**src/rtl/wb_port_arbiter_if.sv**
```systemverilog
// Bundle of request, grant and writeback signals between the result producers,
// the writeback arbiter and the register file write port.
interface wb_port_arbiter_if #(
    parameter int WIDTH = 32,
    parameter int REGW  = 5
);
    logic [2:0]        req_valid;
    logic [3*REGW-1:0] req_rd;
    logic [2:0]        req_ready;
    logic              wb_stall;
    logic [1:0]        result_src;
    logic [WIDTH-1:0]  mux_y;
    logic              rf_we;
    logic [REGW-1:0]   rf_rd;
    logic [WIDTH-1:0]  rf_wd;
    logic [3*8-1:0]    grant_cnt;

    modport master (
        output req_valid, req_rd, wb_stall, mux_y,
        input  req_ready, result_src, rf_we, rf_rd, rf_wd, grant_cnt
    );

    modport slave (
        input  req_valid, req_rd, wb_stall, mux_y,
        output req_ready, result_src, rf_we, rf_rd, rf_wd, grant_cnt
    );
endinterface

```
**src/rtl/wb_port_arbiter.sv**
```systemverilog
// Round-robin arbiter for the register-file write port: picks one of three
// result producers per cycle and captures its rd/data into a writeback stage.
module wb_port_arbiter #(
    parameter int WIDTH = 32,
    parameter int REGW  = 5
) (
    input  logic              clk,
    input  logic              reset,
    wb_port_arbiter_if.slave  bus
);
    localparam logic [1:0] SRC0 = 2'd0;
    localparam logic [1:0] SRC1 = 2'd1;
    localparam logic [1:0] SRC2 = 2'd2;

    logic [1:0]       rr_ptr_q, rr_ptr_d;
    logic             rf_we_q, rf_we_d;
    logic [REGW-1:0]  rf_rd_q, rf_rd_d;
    logic [WIDTH-1:0] rf_wd_q, rf_wd_d;
    logic [7:0]       cnt_q [3];
    logic [7:0]       cnt_d [3];

    logic [2:0]       pick_s;
    logic             accept_s;
    logic [1:0]       win_s;
    logic [2:0]       ready_s;
    logic [REGW-1:0]  win_rd_s;

    // Returns {found, index}: first valid source scanning from ptr upward, mod 3.
    function automatic logic [2:0] rr_pick(input logic [1:0] ptr, input logic [2:0] valid);
        logic [1:0] o0, o1, o2;
        logic [2:0] res;
        case (ptr)
            SRC1:    begin o0 = SRC1; o1 = SRC2; o2 = SRC0; end
            SRC2:    begin o0 = SRC2; o1 = SRC0; o2 = SRC1; end
            default: begin o0 = SRC0; o1 = SRC1; o2 = SRC2; end
        endcase
        if (valid[o0]) begin
            res = {1'b1, o0};
        end else if (valid[o1]) begin
            res = {1'b1, o1};
        end else if (valid[o2]) begin
            res = {1'b1, o2};
        end else begin
            res = 3'b000;
        end
        return res;
    endfunction

    // Combinational grant; reset and stall both force an idle, zero-select cycle.
    always_comb begin
        pick_s   = rr_pick(rr_ptr_q, bus.req_valid);
        accept_s = 1'b0;
        win_s    = SRC0;
        ready_s  = 3'b000;
        if (!reset && !bus.wb_stall && pick_s[2]) begin
            accept_s = 1'b1;
            win_s    = pick_s[1:0];
            ready_s  = 3'b001 << win_s;
        end else begin
            accept_s = 1'b0;
        end
    end

    // Destination register of the winning source.
    always_comb begin
        case (win_s)
            SRC1:    win_rd_s = bus.req_rd[REGW   +: REGW];
            SRC2:    win_rd_s = bus.req_rd[2*REGW +: REGW];
            default: win_rd_s = bus.req_rd[0      +: REGW];
        endcase
    end

    // Next-state for pointer and writeback slot; rd==0 is accepted but never written.
    always_comb begin
        rr_ptr_d = rr_ptr_q;
        rf_we_d  = 1'b0;
        rf_rd_d  = rf_rd_q;
        rf_wd_d  = rf_wd_q;
        if (accept_s) begin
            case (win_s)
                SRC0:    rr_ptr_d = SRC1;
                SRC1:    rr_ptr_d = SRC2;
                default: rr_ptr_d = SRC0;
            endcase
            rf_we_d = (win_rd_s != {REGW{1'b0}});
            rf_rd_d = win_rd_s;
            rf_wd_d = bus.mux_y;
        end else begin
            rf_we_d = 1'b0;
        end
    end

    // Per-source accept counters, saturating at 255.
    always_comb begin
        for (int i = 0; i < 3; i++) begin
            if (accept_s && (win_s == 2'(i)) && (cnt_q[i] != 8'hFF)) begin
                cnt_d[i] = cnt_q[i] + 8'd1;
            end else begin
                cnt_d[i] = cnt_q[i];
            end
        end
    end

    // State registers; reset discards any in-flight writeback slot.
    always_ff @(posedge clk or posedge reset) begin
        if (reset) begin
            rr_ptr_q <= SRC0;
            rf_we_q  <= 1'b0;
            rf_rd_q  <= {REGW{1'b0}};
            rf_wd_q  <= {WIDTH{1'b0}};
            for (int i = 0; i < 3; i++) begin
                cnt_q[i] <= 8'd0;
            end
        end else begin
            rr_ptr_q <= rr_ptr_d;
            rf_we_q  <= rf_we_d;
            rf_rd_q  <= rf_rd_d;
            rf_wd_q  <= rf_wd_d;
            for (int i = 0; i < 3; i++) begin
                cnt_q[i] <= cnt_d[i];
            end
        end
    end

    assign bus.req_ready  = ready_s;
    assign bus.result_src = win_s;
    assign bus.rf_we      = rf_we_q;
    assign bus.rf_rd      = rf_rd_q;
    assign bus.rf_wd      = rf_wd_q;
    assign bus.grant_cnt  = {cnt_q[2], cnt_q[1], cnt_q[0]};
endmodule

```
**src/flat_wrapper.sv**
```systemverilog
// flat-port wrapper written by rule: the top's interface ports become plain ports
module wb_port_arbiter_flat 
#(
    parameter int WIDTH = 32,
    parameter int REGW  = 5
)
  (clk, reset, bus_req_valid, bus_req_rd, bus_wb_stall, bus_mux_y, bus_req_ready, bus_result_src, bus_rf_we, bus_rf_rd, bus_rf_wd, bus_grant_cnt);
  wb_port_arbiter_if #(.WIDTH(WIDTH), .REGW(REGW)) bus_i ();
  input  logic clk;
  input  logic reset;
  input wire logic [$bits(bus_i.req_valid)-1:0] bus_req_valid;
  input wire logic [$bits(bus_i.req_rd)-1:0] bus_req_rd;
  input wire logic [$bits(bus_i.wb_stall)-1:0] bus_wb_stall;
  input wire logic [$bits(bus_i.mux_y)-1:0] bus_mux_y;
  output wire logic [$bits(bus_i.req_ready)-1:0] bus_req_ready;
  output wire logic [$bits(bus_i.result_src)-1:0] bus_result_src;
  output wire logic [$bits(bus_i.rf_we)-1:0] bus_rf_we;
  output wire logic [$bits(bus_i.rf_rd)-1:0] bus_rf_rd;
  output wire logic [$bits(bus_i.rf_wd)-1:0] bus_rf_wd;
  output wire logic [$bits(bus_i.grant_cnt)-1:0] bus_grant_cnt;
  assign bus_i.req_valid = bus_req_valid;
  assign bus_i.req_rd = bus_req_rd;
  assign bus_i.wb_stall = bus_wb_stall;
  assign bus_i.mux_y = bus_mux_y;
  assign bus_req_ready = bus_i.req_ready;
  assign bus_result_src = bus_i.result_src;
  assign bus_rf_we = bus_i.rf_we;
  assign bus_rf_rd = bus_i.rf_rd;
  assign bus_rf_wd = bus_i.rf_wd;
  assign bus_grant_cnt = bus_i.grant_cnt;
  wb_port_arbiter #(.WIDTH(WIDTH), .REGW(REGW)) u_core (.clk(clk), .reset(reset), .bus(bus_i));
endmodule
```
**config.mk**
```make
export PLATFORM = sky130hd
export DESIGN_NAME = wb_port_arbiter_flat
export DESIGN_NICKNAME = d
export VERILOG_FILES = /design/src/rtl/wb_port_arbiter_if.sv /design/src/rtl/wb_port_arbiter.sv /design/src/flat_wrapper.sv
export SDC_FILE = /design/constraint.sdc
export NUM_CORES = 1
export LEC_CHECK = 0
export ABC_AREA = 1
export BUFFER_PORTS_ARGS = -buffer_cell sky130_fd_sc_hd__clkbuf_2
export CAP_MARGIN = 15
export CORE_ASPECT_RATIO = 2
export CORE_UTILIZATION = 50
export DETAILED_ROUTE_END_ITERATION = 8
export PLACE_DENSITY = 0.78
export SLEW_MARGIN = 20
export SYNTH_ARGS = -nofsm -noshare
export SYNTH_HDL_FRONTEND = slang
export SYNTH_SLANG_ARGS = --single-unit
export TNS_END_PERCENT = 20
```
**constraint.sdc**
```tcl
create_clock -name clk -period 3.68 [get_ports clk]
set_clock_uncertainty 0.1 [all_clocks]
set_input_delay 0.736 -clock clk [delete_from_list [all_inputs] [get_ports clk]]
set_output_delay 0.736 -clock clk [all_outputs]
set_load 0.01 [all_outputs]
```
==> Word level (Yosys, flattened, before mapping) <==
Index checks and enable logic that the tools add are counted.
{ "word_totals": {"regBits": 64, "in_bits": 53, "word_cells": 51, "mem_bits_ro": 0, "latchBits": 0, "output_inout_bits": 67, "n_memories": 0, "ram_bits": 0} }
{ "classes": {"shift": 1, "n_div": 0, "muxes": 18, "n_bitwise": 0, "n_lt_le_gt_ge": 3, "multipliers": 0, "n_reduce_logical": 12, "eq_ne": 7, "addsub": 3} }
{ "ops": {"columns": ["op", "count"], "rows": [
  ["adder 8 x 1 -> 8 bit, second input constant", 3],
  ["!= test 8 bit, second input constant", 3],
  ["case mux 2 bit (2 select lines)", 4],
  ["2-to-1 mux 3 bit", 4],
  ["case mux 5 bit (2 select lines)", 1],
  ["less-than comparator 2 x 3 -> 1 bit, second input constant", 3],
  ["logical AND 1 bit", 8],
  ["binary-select mux 1 bit (select 2 bit)", 3],
  ["2-to-1 mux 1 bit", 5],
  ["nonzero test 5 bit", 1],
  ["equality test 2 x 1 -> 1 bit, second input constant", 2],
  ["equality test 2 bit, second input constant", 2],
  ["<< shifter 1 x 2 -> 3 bit, first input constant", 1],
  ["logical NOT 1 bit", 2],
  ["logical NOT 2 bit", 1],
  ["2-to-1 mux 2 bit", 1]
]} }

==> Longest topological paths before layout <==
{ "depth": {"word_depth": 13, "ltp_mapped": 20, "depth_no_buf": 19} }

==> Least setup slack after synthesis <==
Ideal clock, no wire load.
{ "synth_path": {"kind": "input -> register", "startpoint": "in bus_wb_stall", "endpoint": "reg u_core.rf_we_q, in the netlist u_core.bus.rf_we", "path_buffers": 1, "setup_slack_ns": 0.691, "cell_stages": 14, "arrival_ns": 2.774, "setup_ns": 0.116, "required_time_ns": 3.464, "path_cell_list": "nor2_1 inv_2 nor2_8 inv_6 nor2_1 inv_1 ha_1 clkbuf_1 inv_1 a21oi_1 o2bb2ai_1 nand3_1 nor2_1 nor2_1"} }
{ "synth_via": {"elab_chain_len": 8, "word_cells_on_any_way": 10, "cone_classes": "eq/ne (2); mux (4); reduce/logical (4)"} }
{ "synth_lines": {"columns": ["item", "line_no", "text"], "rows": [
  ["start, declared", "flat_wrapper.sv:13", "input wire logic [$bits(bus_i.wb_stall)-1:0] bus_wb_stall;"],
  ["logical NOT 1 bit *", "wb_port_arbiter.sv:55", "if (!reset && !bus.wb_stall && pick_s[2]) begin"],
  ["logical AND 1 bit * (2 in a row)", "wb_port_arbiter.sv:55", null],
  ["2-to-1 mux 2 bit *", "wb_port_arbiter.sv:55", null],
  ["via bus_result_src[1]", "flat_wrapper.sv:16", "output wire logic [$bits(bus_i.result_src)-1:0] bus_result_src;"],
  ["equality test 2 bit or equality test 2 x 1 -> 1 bit (tied branches)", "wb_port_arbiter.sv:66", "case (win_s)"],
  ["case mux 5 bit (2 select lines) *", "wb_port_arbiter.sv:66", null],
  ["nonzero test 5 bit *", "wb_port_arbiter.sv:85", "rf_we_d = (win_rd_s != {REGW{1'b0}});"],
  ["2-to-1 mux 1 bit *", "wb_port_arbiter.sv:79", "if (accept_s) begin"],
  ["via u_core.rf_we_d", "wb_port_arbiter.sv:16", "logic rf_we_q, rf_we_d;"],
  ["end signal, assigned", "wb_port_arbiter.sv:116", "rf_we_q <= rf_we_d;"],
  ["end, declared", "wb_port_arbiter.sv:16", null]
]} }
Mark *: on every way through the listed nets, which the timed path passes. The rest lies on a longest branch.
A chain may end at the register's enable or synchronous reset.

==> Worst setup path in the final report <==
{ "layout_path": {"startpoint": "reg u_core.rr_ptr_q[0]", "endpoint": "out bus_req_ready[0]"} }
{ "layout_via": {"elab_chain_len": 9, "word_cells_on_any_way": 17, "cone_classes": "eq/ne (2); shift (1); mux (13); reduce/logical (1)"} }
{ "layout_lines": {"columns": ["item", "line_no", "text"], "rows": [
  ["start, declared", "wb_port_arbiter.sv:15", "logic [1:0] rr_ptr_q, rr_ptr_d;"],
  ["start signal, assigned", "wb_port_arbiter.sv:115", "rr_ptr_q <= rr_ptr_d;"],
  ["equality test 2 bit or equality test 2 x 1 -> 1 bit (tied branches)", "wb_port_arbiter.sv:32", "case (ptr)"],
  ["case mux 2 bit (2 select lines)", "wb_port_arbiter.sv:32", null],
  ["binary-select mux 1 bit (select 2 bit)", "wb_port_arbiter.sv:41", "end else if (valid[o2]) begin"],
  ["2-to-1 mux 1 bit (implied by the code)", "wb_port_arbiter.sv:41", null],
  ["2-to-1 mux 3 bit", "wb_port_arbiter.sv:41", null],
  ["2-to-1 mux 3 bit", "wb_port_arbiter.sv:39", "end else if (valid[o1]) begin"],
  ["2-to-1 mux 3 bit *", "wb_port_arbiter.sv:37", "if (valid[o0]) begin"],
  ["<< shifter 1 x 2 -> 3 bit or logical AND 1 bit (tied branches)", "wb_port_arbiter.sv:58, wb_port_arbiter.sv:55", null],
  ["2-to-1 mux 3 bit *", "wb_port_arbiter.sv:55", null],
  ["end, declared", "flat_wrapper.sv:15", "output wire logic [$bits(bus_i.req_ready)-1:0] bus_req_ready;"]
]} }
Every way passes the cells marked *; elsewhere a longest branch is shown, timed or not. The select of a mux whose other input is x is not followed.

==> results.toml <==
[global_routing]
grt_max_degree = 61
overflow = 0
busiest_layer = "met2"
globalRouteMet3Util_pct = 7.143
grt_pass1_wl_um = 12760
grt_use_met2_pct = 44.49
antenna_found_initial = 0
grt_pass1_vias = 3004
grt_util_met1_pct = 25.05
track_usage_pct = 24.50

[clocking]
cts_setup_buffers = 0
htree_levels = 3
cts.clk_slew.worst_paths_ns = 0.05
tritoncts = "yes"
cts.sinks = 64
cts_buffers = 9
cts.repair.resized = 0
worstSkewPairLatency_ns = 0.33
root_buffer = "clkbuf_16"
postCtsHoldBufs = 0
clockBufferDepth = 2

[timing]
rsz0062_at_grt = "false"
setup_tns_ns = 0
slew_headroom_pct = 41.36
max_freq_mhz = 292.4
setup_viol = 0
min_period_ns = 3.420
drv_slew = 0
tightest_slew_ns = 0.8786
finalCritPeriodShare_pct = 92.94
hold_violations = 0

[route]
routed_wl_um = 7923
viasPerCell = 5.003
drt-initial-drc-count = 140
vias = 3102
dr.pass1.iters = 4
detail-route-antenna-nets = 0
drc_errors = 0
detail_route.wl_per_cell_um = 12.78

[setup_path]
worstPathArrival_ns = 2.58
timing_worst_setup_path_type = "reg -> out"
path_max_fanout = 60
worstSetupEndpointType = "primary output"
crit_slowest_cell = "buf_4"
cp-start-kind = "flip-flop"
path_cells = "inv_1, ha_1, inv_2, nand3_1, nand2_1, inv_1, nand3_2, nor2_4, nor2_8, buf_4, nand2_1, nor2_1, clkbuf_2"
cp.required_ns = 2.84
max_stage_delay_ns = 0.49

[layout]
layout.nets = 593
n_antenna_cell = 0
multi_input_area_um2 = 1504
seqCellArea_um2 = 1602
drive_gt1_share_pct = 28.65
fillers = 604
design_area_um2 = 4248
area_delta_synth_final_pct = 28.31

[synthesis]
yosys_warnings = 0
synth.distinct_cells = 25
ys_seq_area_share_pct = 48.37
syn_inst = 409
ys_ff_latch = 64
synth-edff-count = 0
async_flop_share_pct = 100.0
ys.flop_type = "dfrtp_1"
synthesis.area_um2 = 3311
synth.avg_cell_area_um2 = 8.095
syn_nets = 473

[floorplan]
rows = 41
die_w_um = 59.54
io-pin-count = 120
floorplan.die_area_um2 = 6971
core_um2 = 6361
die_height_um = 117.1
start_util_pct = 52.05

[pwr]
p_sw_share_pct = 38.64
cellLeakagePower_nw = 2.407
p_switching_mw = 1.244
irDropWorstVdd_mv = 0.3916
combPwrFrac_pct = 39.1
pwr_density_cell_nw_per_um2 = 758.2
seq_power_share_pct = 34.3
pwr-share-clk_pct = 26.6
intPower_mw = 1.976

[job]
max_cap_viol_count = 0

[placed_design]
portBuffers = 119
post_dp_cell_area_um2 = 3945
gp_congestion = 0.8896
hpwl_um = 5778

[run_status]
status = "completed"

[worst_hold_path]
hold_path_class = "reg -> reg"
[metrics by stage]
| step | power [mW] | hold WS (ns) | setup WS, ns | std cells | utilization (%) |
|---|---|---|---|---|---|
| floorplan | 1.960 | 0.4057 | 0.6908 | 409 | - |
| global placement | 2.343 | 0.3546 | 0.5346 | 604 | 62.02 |
| detailed placement | 2.386 | 0.3574 | 0.5531 | 604 | 62.02 |
| CTS | 3.255 | 0.3705 | 0.2566 | 620 | 66.76 |
| global route | 3.475 | 0.3839 | 0.01771 | 620 | 66.78 |
| finish | 3.220 | 0.3656 | 0.2597 | 620 | 66.78 |
[critical path, delay by kind of cell, from the launching register on]
kind,cells,cell delay [ns]
fa+ha+maj,1,0.33
buf+inv,5,0.85
flops,1,0.37
simple gates,7,0.66
[kinds of logic after synthesis]
kind of cell,synth area share (%)
xor+xnor,3.704
simple gates,34.51
flops,48.38
compound gates,3.061
buf+inv,6.198
fa+ha+maj,4.157
[final cells by class]
type / instances / share of cell area (%)
clock buffer: 14 / 6.215
clock inverter: 2 / 0.8837
inverter: 25 / 2.356
multi-input combinational: 305 / 35.40
sequential: 64 / 37.70
tap: 86 / 2.533
timing repair buffer: 124 / 14.90
[state kept, by name (all words and copies together) (netlist names)]
signal / count
u_core.bus.grant_cnt: 24
u_core.bus.rf_wd: 32
u_core.rr_ptr_q: 2
u_core.bus.rf_rd: 5
u_core.bus.rf_we: 1
[placed cells by master (no fill, tap or decap), drive strengths merged]
master    netlist  layout
nand2         195     195
clkbuf          4     133
dfrtp          64      64
nand4          30      30
inv            25      24
nor2           20      20
nand3          17      17
ha             11      11
o21ai          11      11
xnor2           7       7
xor2            7       7
buf            11       5
a21oi           4       4
o2bb2ai         3       3
clkinv          0       1
clkinvlp        0       1
bufinv          0       1
[final timing paths]
check,cells past startpoint,slack [ns],to,startpoint
setup / recovery,13,0.26,bus_req_ready[0],u_core.rr_ptr_q[0]
hold / removal,2,0.37,u_core.bus.rf_wd[10],u_core.bus.rf_wd[10]
setup reg to reg,15,0.64,u_core.bus.grant_cnt[11],u_core.rr_ptr_q[0]
hold reg to reg,2,0.37,u_core.bus.rf_wd[10],u_core.bus.rf_wd[10]
max in group asynchronous,3,2.39,u_core.bus.rf_rd[2],reset
min in group asynchronous,2,0.47,u_core.bus.grant_cnt[13],reset
[per-layer routing]
layer  part of all wire [%]  wire length (um)
met1                     39              3096
met2                     52              4150
met3                    6.2               495
met4                    2.3               180
met5                      0                 0
[synthesized netlist by cell type, types with 4 or more instances]
| master | count | area share [%] |
|---|---|---|
| inv_2 | 4 | 0.45 |
| nand3_1 | 14 | 2.1 |
| buf_2 | 4 | 0.60 |
| clkbuf_1 | 4 | 0.45 |
| o21ai_0 | 5 | 0.76 |
| a21oi_1 | 4 | 0.60 |
| xor2_1 | 7 | 1.9 |
| dfrtp_1 | 64 | 48 |
| o21ai_1 | 6 | 0.91 |
| ha_1 | 11 | 4.2 |
| inv_1 | 20 | 2.3 |
| nor2_1 | 17 | 1.9 |
| nand4_1 | 27 | 5.1 |
| xnor2_1 | 7 | 1.9 |
| buf_6 | 5 | 1.7 |
| nand2_1 | 194 | 22 |
[power groups by stage]
stage	Combinational, mW	Sequential, mW	Clock (mW)
6_report	1.26	1.10	0.856
5_1_grt	1.44	1.14	0.897
4_1_cts	1.28	1.10	0.870
3_5_place_dp	1.27	1.11	0
3_3_place_gp	1.24	1.10	0
2_1_floorplan	0.748	1.21	0
Power figures use the tool's default switching activity.
